## src/rtl/dbg_status_monitor_pkg.sv

```systemverilog
// Purpose: shared types, defaults and helpers for the GT bring-up debug status monitor.
// Latency: n/a (declarations only).
// Backpressure: n/a.
package dbg_mon_pkg;

    localparam int DEF_N_CH        = 8;
    localparam int DEF_SYNC_STAGES = 2;
    localparam int DEF_CNT_W       = 8;
    localparam int DEF_N_CTRL      = 4;
    localparam int DEF_PULSE_LEN   = 16;

    // Per-channel control pulse FSM states; IDLE is the all-zero reset encoding.
    typedef enum logic [1:0] {
        IDLE     = 2'd0,
        PULSE    = 2'd1,
        WAIT_LOW = 2'd2
    } ctrl_state_t;

    // Width of the pulse length counter; it only ever holds PULSE_LEN-1 down to 0,
    // but +1 keeps PULSE_LEN = 1 at a legal non-zero width.
    function automatic int pulse_cnt_w(input int len);
        return $clog2(len + 1);
    endfunction

endpackage

```

## src/rtl/dbg_status_monitor_if.sv

```systemverilog
// Purpose: bundle of async status/VIO inputs and monitor outputs for dbg_status_monitor.
// Latency: n/a (wiring only).
// Backpressure: none; all signals are free-running levels/pulses.
// Ports: master = VIO/transceiver side (drives raw levels, observes results),
//        slave  = monitor side (samples raw levels, drives results).
interface dbg_status_monitor_if
    import dbg_mon_pkg::*;
#(
    parameter int N_CH   = DEF_N_CH,
    parameter int CNT_W  = DEF_CNT_W,
    parameter int N_CTRL = DEF_N_CTRL
);

    logic [N_CH-1:0]       status_in;
    logic                  clear_in;
    logic [N_CTRL-1:0]     ctrl_req_in;
    logic [N_CH-1:0]       status_sync_out;
    logic [N_CH-1:0]       sticky_low_out;
    logic [N_CH*CNT_W-1:0] trans_cnt_out;
    logic [N_CTRL-1:0]     ctrl_pulse_out;
    logic [N_CTRL-1:0]     ctrl_busy_out;

    modport master (
        output status_in, clear_in, ctrl_req_in,
        input  status_sync_out, sticky_low_out, trans_cnt_out, ctrl_pulse_out, ctrl_busy_out
    );

    modport slave (
        input  status_in, clear_in, ctrl_req_in,
        output status_sync_out, sticky_low_out, trans_cnt_out, ctrl_pulse_out, ctrl_busy_out
    );

endinterface

```

## src/rtl/dbg_status_monitor_pulse_fsm.sv

```systemverilog
// Purpose: one control channel; turns a synchronised request level into a fixed PULSE_LEN pulse.
// Latency: req_sync rising edge to pulse high = 1 cycle; pulse high for exactly PULSE_LEN cycles.
// Backpressure: none; request edges seen outside IDLE are ignored (no extend, no restart).
// Ports: clk_in, rst_n (async active-low), req_sync in; pulse, busy out (both registered).
module dbg_pulse_fsm
    import dbg_mon_pkg::*;
#(
    parameter int PULSE_LEN = DEF_PULSE_LEN
) (
    input  logic clk_in,
    input  logic rst_n,
    input  logic req_sync,
    output logic pulse,
    output logic busy
);

    localparam int             CW   = pulse_cnt_w(PULSE_LEN);
    localparam logic [CW-1:0]  LOAD = CW'(PULSE_LEN - 1);

    ctrl_state_t   state;
    logic [CW-1:0] len_cnt;
    logic          req_q;

    always_ff @(posedge clk_in or negedge rst_n) begin
        if (!rst_n) begin
            state   <= IDLE;
            len_cnt <= '0;
            req_q   <= 1'b0;
            pulse   <= 1'b0;
            busy    <= 1'b0;
        end else begin
            // req_q tracks the request in every state, so a level that stayed
            // high across PULSE/WAIT_LOW never looks like a fresh edge in IDLE.
            req_q <= req_sync;
            case (state)
                IDLE: begin
                    if (req_sync && !req_q) begin
                        state   <= PULSE;
                        len_cnt <= LOAD;
                        pulse   <= 1'b1;
                        busy    <= 1'b1;
                    end
                end
                PULSE: begin
                    if (len_cnt == '0) begin
                        pulse <= 1'b0;
                        if (req_sync) begin
                            state <= WAIT_LOW;
                        end else begin
                            state <= IDLE;
                            busy  <= 1'b0;
                        end
                    end else begin
                        len_cnt <= len_cnt - CW'(1);
                    end
                end
                WAIT_LOW: begin
                    if (!req_sync) begin
                        state <= IDLE;
                        busy  <= 1'b0;
                    end
                end
                default: begin
                    state <= IDLE;
                    pulse <= 1'b0;
                    busy  <= 1'b0;
                end
            endcase
        end
    end

endmodule

```

## src/rtl/dbg_status_monitor.sv

```systemverilog
// Purpose: GT bring-up monitor: synchronised status, sticky "dropped" latch, transition counters, VIO pulses.
// Latency: async in -> status_sync_out SYNC_STAGES cycles; sticky/count/clear/pulse +1 cycle after that.
// Backpressure: none; counters saturate, request edges during a pulse are ignored.
// Ports: clk_in, rst_n (async active-low), mon (dbg_status_monitor_if.slave).
// Build option: define DBG_MON_CNT_EN to build the transition counters; otherwise trans_cnt_out is 0.
module dbg_status_monitor
    import dbg_mon_pkg::*;
#(
    parameter int N_CH        = DEF_N_CH,
    parameter int SYNC_STAGES = DEF_SYNC_STAGES,
    parameter int CNT_W       = DEF_CNT_W,
    parameter int N_CTRL      = DEF_N_CTRL,
    parameter int PULSE_LEN   = DEF_PULSE_LEN
) (
    input  logic                 clk_in,
    input  logic                 rst_n,
    dbg_status_monitor_if.slave  mon
);

    localparam int CNT_BITS = N_CH * CNT_W;

    logic [N_CH-1:0] st_s;   // synchronised status
    logic [N_CH-1:0] st_q;   // previous synchronised status
    logic [N_CH-1:0] fall;
    logic            clr_s;
    logic            clr_q;
    logic            clear_pulse;

    // ---------------- status synchronisers ----------------
    for (genvar i = 0; i < N_CH; i++) begin : g_st_sync
        (* ASYNC_REG = "TRUE" *) logic [SYNC_STAGES-1:0] chain;
        always_ff @(posedge clk_in or negedge rst_n) begin
            if (!rst_n) chain <= '0;
            else        chain <= {chain[SYNC_STAGES-2:0], mon.status_in[i]};
        end
        assign st_s[i] = chain[SYNC_STAGES-1];
    end

    // ---------------- clear synchroniser + edge ----------------
    (* ASYNC_REG = "TRUE" *) logic [SYNC_STAGES-1:0] clr_chain;
    always_ff @(posedge clk_in or negedge rst_n) begin
        if (!rst_n) clr_chain <= '0;
        else        clr_chain <= {clr_chain[SYNC_STAGES-2:0], mon.clear_in};
    end
    assign clr_s = clr_chain[SYNC_STAGES-1];

    always_ff @(posedge clk_in or negedge rst_n) begin
        if (!rst_n) begin
            st_q  <= '0;
            clr_q <= 1'b0;
        end else begin
            st_q  <= st_s;
            clr_q <= clr_s;
        end
    end

    assign clear_pulse         = clr_s & ~clr_q;
    assign fall                = ~st_s & st_q;
    assign mon.status_sync_out = st_s;

    // ---------------- armed / sticky ----------------
    for (genvar i = 0; i < N_CH; i++) begin : g_sticky
        (* DONT_TOUCH = "TRUE" *) logic armed;
        (* DONT_TOUCH = "TRUE" *) logic sticky;
        always_ff @(posedge clk_in or negedge rst_n) begin
            if (!rst_n) begin
                armed  <= 1'b0;
                sticky <= 1'b0;
            end else begin
                // Clear re-arms from the present level so a channel that is
                // currently up can still be caught dropping afterwards.
                if (clear_pulse)  armed <= st_s[i];
                else if (st_s[i]) armed <= 1'b1;
                // A fall coinciding with clear still latches, judged on the
                // pre-clear armed state.
                sticky <= (sticky & ~clear_pulse) | (fall[i] & armed);
            end
        end
        assign mon.sticky_low_out[i] = sticky;
    end

    // ---------------- transition counters ----------------
`ifdef DBG_MON_CNT_EN
    logic [N_CH-1:0] rise;
    assign rise = st_s & ~st_q;

    for (genvar i = 0; i < N_CH; i++) begin : g_cnt
        (* DONT_TOUCH = "TRUE" *) logic [CNT_W-1:0] cnt;
        logic evt;
        assign evt = rise[i] | fall[i];
        always_ff @(posedge clk_in or negedge rst_n) begin
            if (!rst_n) begin
                cnt <= '0;
            end else if (clear_pulse) begin
                // Event in the clear cycle is applied on top of the cleared value.
                cnt <= evt ? CNT_W'(1) : '0;
            end else if (evt && (cnt != {CNT_W{1'b1}})) begin
                cnt <= cnt + CNT_W'(1);
            end
        end
        assign mon.trans_cnt_out[i*CNT_W +: CNT_W] = cnt;
    end
`else
    assign mon.trans_cnt_out = {CNT_BITS{1'b0}};
`endif

    // ---------------- control pulse channels ----------------
    for (genvar j = 0; j < N_CTRL; j++) begin : g_ctrl
        (* ASYNC_REG = "TRUE" *) logic [SYNC_STAGES-1:0] chain;
        logic pulse_w;
        logic busy_w;
        always_ff @(posedge clk_in or negedge rst_n) begin
            if (!rst_n) chain <= '0;
            else        chain <= {chain[SYNC_STAGES-2:0], mon.ctrl_req_in[j]};
        end

        dbg_pulse_fsm #(
            .PULSE_LEN (PULSE_LEN)
        ) u_pulse_fsm (
            .clk_in   (clk_in),
            .rst_n    (rst_n),
            .req_sync (chain[SYNC_STAGES-1]),
            .pulse    (pulse_w),
            .busy     (busy_w)
        );

        assign mon.ctrl_pulse_out[j] = pulse_w;
        assign mon.ctrl_busy_out[j]  = busy_w;
    end

endmodule

```

## src/flat_wrapper.sv

```systemverilog
// flat-port wrapper written by rule: the top's interface ports become plain ports
module dbg_status_monitor_flat import dbg_mon_pkg::*;
#(
    parameter int N_CH        = DEF_N_CH,
    parameter int SYNC_STAGES = DEF_SYNC_STAGES,
    parameter int CNT_W       = DEF_CNT_W,
    parameter int N_CTRL      = DEF_N_CTRL,
    parameter int PULSE_LEN   = DEF_PULSE_LEN
)
  (clk_in, rst_n, mon_status_in, mon_clear_in, mon_ctrl_req_in, mon_status_sync_out, mon_sticky_low_out, mon_trans_cnt_out, mon_ctrl_pulse_out, mon_ctrl_busy_out);
  dbg_status_monitor_if #(.N_CH(N_CH), .CNT_W(CNT_W), .N_CTRL(N_CTRL)) mon_i ();
  input  logic clk_in;
  input  logic rst_n;
  input wire logic [$bits(mon_i.status_in)-1:0] mon_status_in;
  input wire logic [$bits(mon_i.clear_in)-1:0] mon_clear_in;
  input wire logic [$bits(mon_i.ctrl_req_in)-1:0] mon_ctrl_req_in;
  output wire logic [$bits(mon_i.status_sync_out)-1:0] mon_status_sync_out;
  output wire logic [$bits(mon_i.sticky_low_out)-1:0] mon_sticky_low_out;
  output wire logic [$bits(mon_i.trans_cnt_out)-1:0] mon_trans_cnt_out;
  output wire logic [$bits(mon_i.ctrl_pulse_out)-1:0] mon_ctrl_pulse_out;
  output wire logic [$bits(mon_i.ctrl_busy_out)-1:0] mon_ctrl_busy_out;
  assign mon_i.status_in = mon_status_in;
  assign mon_i.clear_in = mon_clear_in;
  assign mon_i.ctrl_req_in = mon_ctrl_req_in;
  assign mon_status_sync_out = mon_i.status_sync_out;
  assign mon_sticky_low_out = mon_i.sticky_low_out;
  assign mon_trans_cnt_out = mon_i.trans_cnt_out;
  assign mon_ctrl_pulse_out = mon_i.ctrl_pulse_out;
  assign mon_ctrl_busy_out = mon_i.ctrl_busy_out;
  dbg_status_monitor #(.N_CH(N_CH), .SYNC_STAGES(SYNC_STAGES), .CNT_W(CNT_W), .N_CTRL(N_CTRL), .PULSE_LEN(PULSE_LEN)) u_core (.clk_in(clk_in), .rst_n(rst_n), .mon(mon_i));
endmodule
```

## config.mk

```make
export PLATFORM = sky130hd
export DESIGN_NAME = dbg_status_monitor_flat
export DESIGN_NICKNAME = d
export VERILOG_FILES = /design/src/rtl/dbg_status_monitor_pkg.sv /design/src/rtl/dbg_status_monitor_if.sv /design/src/rtl/dbg_status_monitor_pulse_fsm.sv /design/src/rtl/dbg_status_monitor.sv /design/src/flat_wrapper.sv
export SDC_FILE = /design/constraint.sdc
export NUM_CORES = 1
export LEC_CHECK = 0
export CAP_MARGIN = 20
export CORE_MARGIN = 4
export CORE_UTILIZATION = 52
export CTS_BUF_LIST = sky130_fd_sc_hd__clkbuf_4 sky130_fd_sc_hd__clkbuf_8
export DETAILED_ROUTE_END_ITERATION = 8
export GPL_ROUTABILITY_DRIVEN = 0
export PLACE_DENSITY = 0.91
export SLEW_MARGIN = 20
export SYNTH_ARGS = -nofsm -noshare
export SYNTH_HDL_FRONTEND = slang
export SYNTH_SLANG_ARGS = --single-unit
```

## constraint.sdc

```tcl
create_clock -name clk_in -period 2 [get_ports clk_in]
set_input_delay 0.4 -clock clk_in [delete_from_list [all_inputs] [get_ports clk_in]]
set_output_delay 0.4 -clock clk_in [all_outputs]
set_load 0.05 [all_outputs]
```

==> impl_metrics.tcl <==
set metrics [dict create \
    drt_iter0_markers 223 \
    grt_usage_pct 16.5 \
    cts.sinks 91 \
    pwr-share-comb_pct 37.8 \
    cp_num_buf_inv 1 \
    grt_start_max_net_pins 38 \
    p_sw_share_pct 39.6 \
    tns_ns 0 \
    finalSetupViolations 0 \
    outcome "finished with violations" \
    initial_utilization_pct 54.7 \
    io_pins 103 \
    port_buffers 38 \
    synth_cells 442 \
    area_growth_pct 8.05 \
    finalCriticalPeriod_ns 1.94 \
    whs_ns -0.00448 \
    grt_first_pass_wirelength_um 13700 \
    clk_latency_ns 0.35 \
    antenna_found_initial 0 \
    failed_checks "negative hold slack" \
    fp.dieW_um 102 \
    final_cell_area_um2 4950 \
    p_sw_uw 2350 \
    core_area_um2 8380 \
    slew_viol_final 0 \
    postRouteAntennaNets 0 \
    rows 33 \
    htree_levels 3 \
    yosysSeqAreaShare_pct 49.7 \
    fin_nets 501 \
    finalCritPeriodShare_pct 97.1 \
    path_delay_family "buffers and inverters" \
    skew_ns 0.00674 \
    syn_avg_cell_area_um2 10.4 \
    ys_warn_count 0 \
    synth_area_leaders "dfrtp_1 (50%), buf_4 (14%), ha_1 (5.5%), nand2_1 (3.0%), a21oi_1 (2.9%)" \
    drive_above_1_share_pct 8.51 \
    clock-root-buffer "clkbuf_8" \
    tightest_slew_ns 0.708 \
    yosysTopAreaCell "dfrtp_1" \
    dp_hpwl_um 6120 \
    cp_slowest_cell "clkdlybuf4s50_1" \
    drv_cap 0 \
    post_drt_wl_per_cell_um 14.5 \
    placedCellCount 560 \
    slowest_delay_ns 0.81 \
    first_global_vias 2999 \
    nFillCells 665 \
    die_h_um 102 \
    internal_power_uw 3590 \
    viasPerCell 5.24 \
    power.density_nw_per_um2 1200 \
    cts_inserted_buffers 9 \
    slew_headroom_pct 51.6 \
    async_reset_ff_share_pct 100 \
    startpoint_type "flip-flop" \
    ys_ff_latch 91 \
    synthFlopType "dfrtp_1" \
    synth_common_cells "dfrtp_1 (91), buf_4 (88), nand2_1 (37)" \
    antennaDiodeCount 0 \
    hp-class "primary input to async pin" \
    fmax_ghz 0.515 \
    drt_wl_total_um 8330 \
    netlist_area_um2 4580 \
    seq_area_um2 2280 \
    cts_hold_buf 0 \
    clockPowerShare_pct 22.9 \
    synth_edf_count 0 \
    p_leak_uw 0.00232 \
    hold_viol_final 2 \
    fp.dieArea_um2 10400 \
    criticalPathCategory "flip-flop to primary output" \
    grt_overflow 0 \
    first_pass_iters 4 \
    multi_input_area_um2 1760 \
    synth_top_area_share_pct 49.7 \
    route.detailed.drc 0 \
    worstPathCellList "clkdlybuf4s50_1" \
    vdd_ir_drop_max_mv 0.727 \
    cp-end-kind "primary output" \
    critPathRequiredTime_ns 1.60 \
    fin_cells 575 \
    setup_ws_ns 0.0579 \
    cp_max_fo 3 \
    rsz0062_at_grt "false" \
    cts_setup_buffers 0 \
    clkTransAtPathRegs_ns 0.09 \
    vias 3011 \
    place_ws_ns 0.0650 \
    placed_area_um2 4710 \
    synth.most_common_cell "dfrtp_1" \
    seq_power_share_pct 39.3 \
    yosys.cell_types.count 45 \
    worstPathArrival_ns 1.54 \
    cts_tree "built" \
    cts_buffer_depth 2 \
]
## kinds of logic (layout without fill, tap and decap cells)
family	Yosys count	count (layout)	synth area share, %
AO/OA/AOI/OAI	106	106	15.6
flip-flops	91	91	49.7
other	1	64	0.0818
adder cells (fa/ha/maj)	20	20	5.46
multiplexers	3	3	0.655
buffers and inverters	121	86	17.2
AND/OR/NAND/NOR	100	100	11.4
## placed cells by master (no fill, tap or decap), types with 2 or more instances in the layout
| master | count |
|---|---|
| a22o_1 | 7 |
| o22a_1 | 2 |
| nand3_1 | 4 |
| nor2b_1 | 5 |
| o311ai_0 | 2 |
| dlygate4sd2_1 | 2 |
| dlymetal6s2s_1 | 5 |
| a221o_1 | 3 |
| or4b_1 | 2 |
| inv_1 | 22 |
| o21ai_0 | 20 |
| o211ai_1 | 4 |
| o31ai_1 | 2 |
| conb_1 | 64 |
| a211oi_1 | 2 |
| a22oi_1 | 2 |
| and2_1 | 2 |
| a21boi_0 | 5 |
| a21oi_1 | 26 |
| nand2_1 | 37 |
| a21o_1 | 9 |
| mux2i_1 | 3 |
| clkdlybuf4s50_1 | 27 |
| nor3_1 | 7 |
| nor2_1 | 21 |
| dfrtp_1 | 91 |
| o22ai_1 | 5 |
| and2_4 | 2 |
| buf_4 | 14 |
| a2111oi_0 | 2 |
| bufinv_16 | 2 |
| clkbuf_8 | 10 |
| nor4b_2 | 3 |
| nand2b_1 | 11 |
| o32a_1 | 4 |
| ha_1 | 20 |
| a31oi_1 | 4 |
| or4b_4 | 2 |
## stage by stage
stage | utilization [%] | hold WS (ns) | total power [uW]
floorplan | - | 0.104 | 4230
global placement | 56.2 | 0.332 | 4460
detailed placement | 56.2 | 0.335 | 4580
CTS | 58.8 | 0.00724 | 5960
global route | 59.1 | 0.0144 | 6270
finish | 59.1 | -0.00448 | 5940
## timing repair
action	in CTS	in global routing
gates resized for setup	2	8
setup endpoints to repair	2	9
hold endpoints to repair	0	0
## power by group through the flow
stage               registers [uW]  logic [uW]  clock network, uW
floorplan                     2300        1930                  0
global placement              2340        2110                  0
detailed placement            2360        2220                  0
CTS                           2330        2230               1390
global route                  2370        2440               1460
finish                        2340        2250               1360
## layout make-up
cell class	instances	share of cell area, %
Clock buffer	10	2.78
Timing Repair Buffer	49	9.60
Multi-Input combinational cell	293	35.6
Inverter	22	1.67
Tap cell	105	2.65
Sequential cell	91	46.0
Clock inverter	5	1.72
## sequential cells by signal, summed over array words and instances (netlist names)
| register | flops |
|---|---|
| u_core.g_ctrl.chain | 8 |
| u_core.g_ctrl.u_pulse_fsm.len_cnt | 20 |
| u_core.g_ctrl.u_pulse_fsm.state | 8 |
| u_core.g_ctrl.u_pulse_fsm.pulse | 4 |
| u_core.g_ctrl.u_pulse_fsm.req_q | 4 |
| u_core.g_st_sync.chain | 16 |
| u_core.g_sticky.armed | 8 |
| u_core.g_ctrl.u_pulse_fsm.busy | 4 |
| u_core.clr_chain | 2 |
| u_core.clr_q | 1 |
| u_core.g_sticky.sticky | 8 |
| u_core.st_q | 8 |
## layer usage
metal | wire length (um) | GRT usage, %
met1 | 3300 | 20.0
met2 | 4430 | 29.0
met3 | 544 | 4.85
met4 | 60 | 4.44
met5 | 0 | 0
## final timing paths
kind	start	endpoint	slack, ns	depth (start not counted)
worst max register to register	u_core.g_ctrl[1].u_pulse_fsm.state[0]	u_core.g_ctrl[1].u_pulse_fsm.len_cnt[3]	0.09	5
worst min-delay path	rst_n	u_core.g_ctrl[1].u_pulse_fsm.state[1]	-0.004	1
worst min register to register	u_core.g_st_sync[3].chain[0]	u_core.g_st_sync[3].chain[1]	0.35	0
worst max-delay path	u_core.g_ctrl[0].u_pulse_fsm.busy	mon_ctrl_busy_out[0]	0.06	1
min in group clk_in	u_core.g_st_sync[3].chain[0]	u_core.g_st_sync[3].chain[1]	0.35	0
max in group asynchronous	rst_n	u_core.g_st_sync[0].chain[1]	1.36	2
Note: power is estimated with default switching activity, not from simulation.
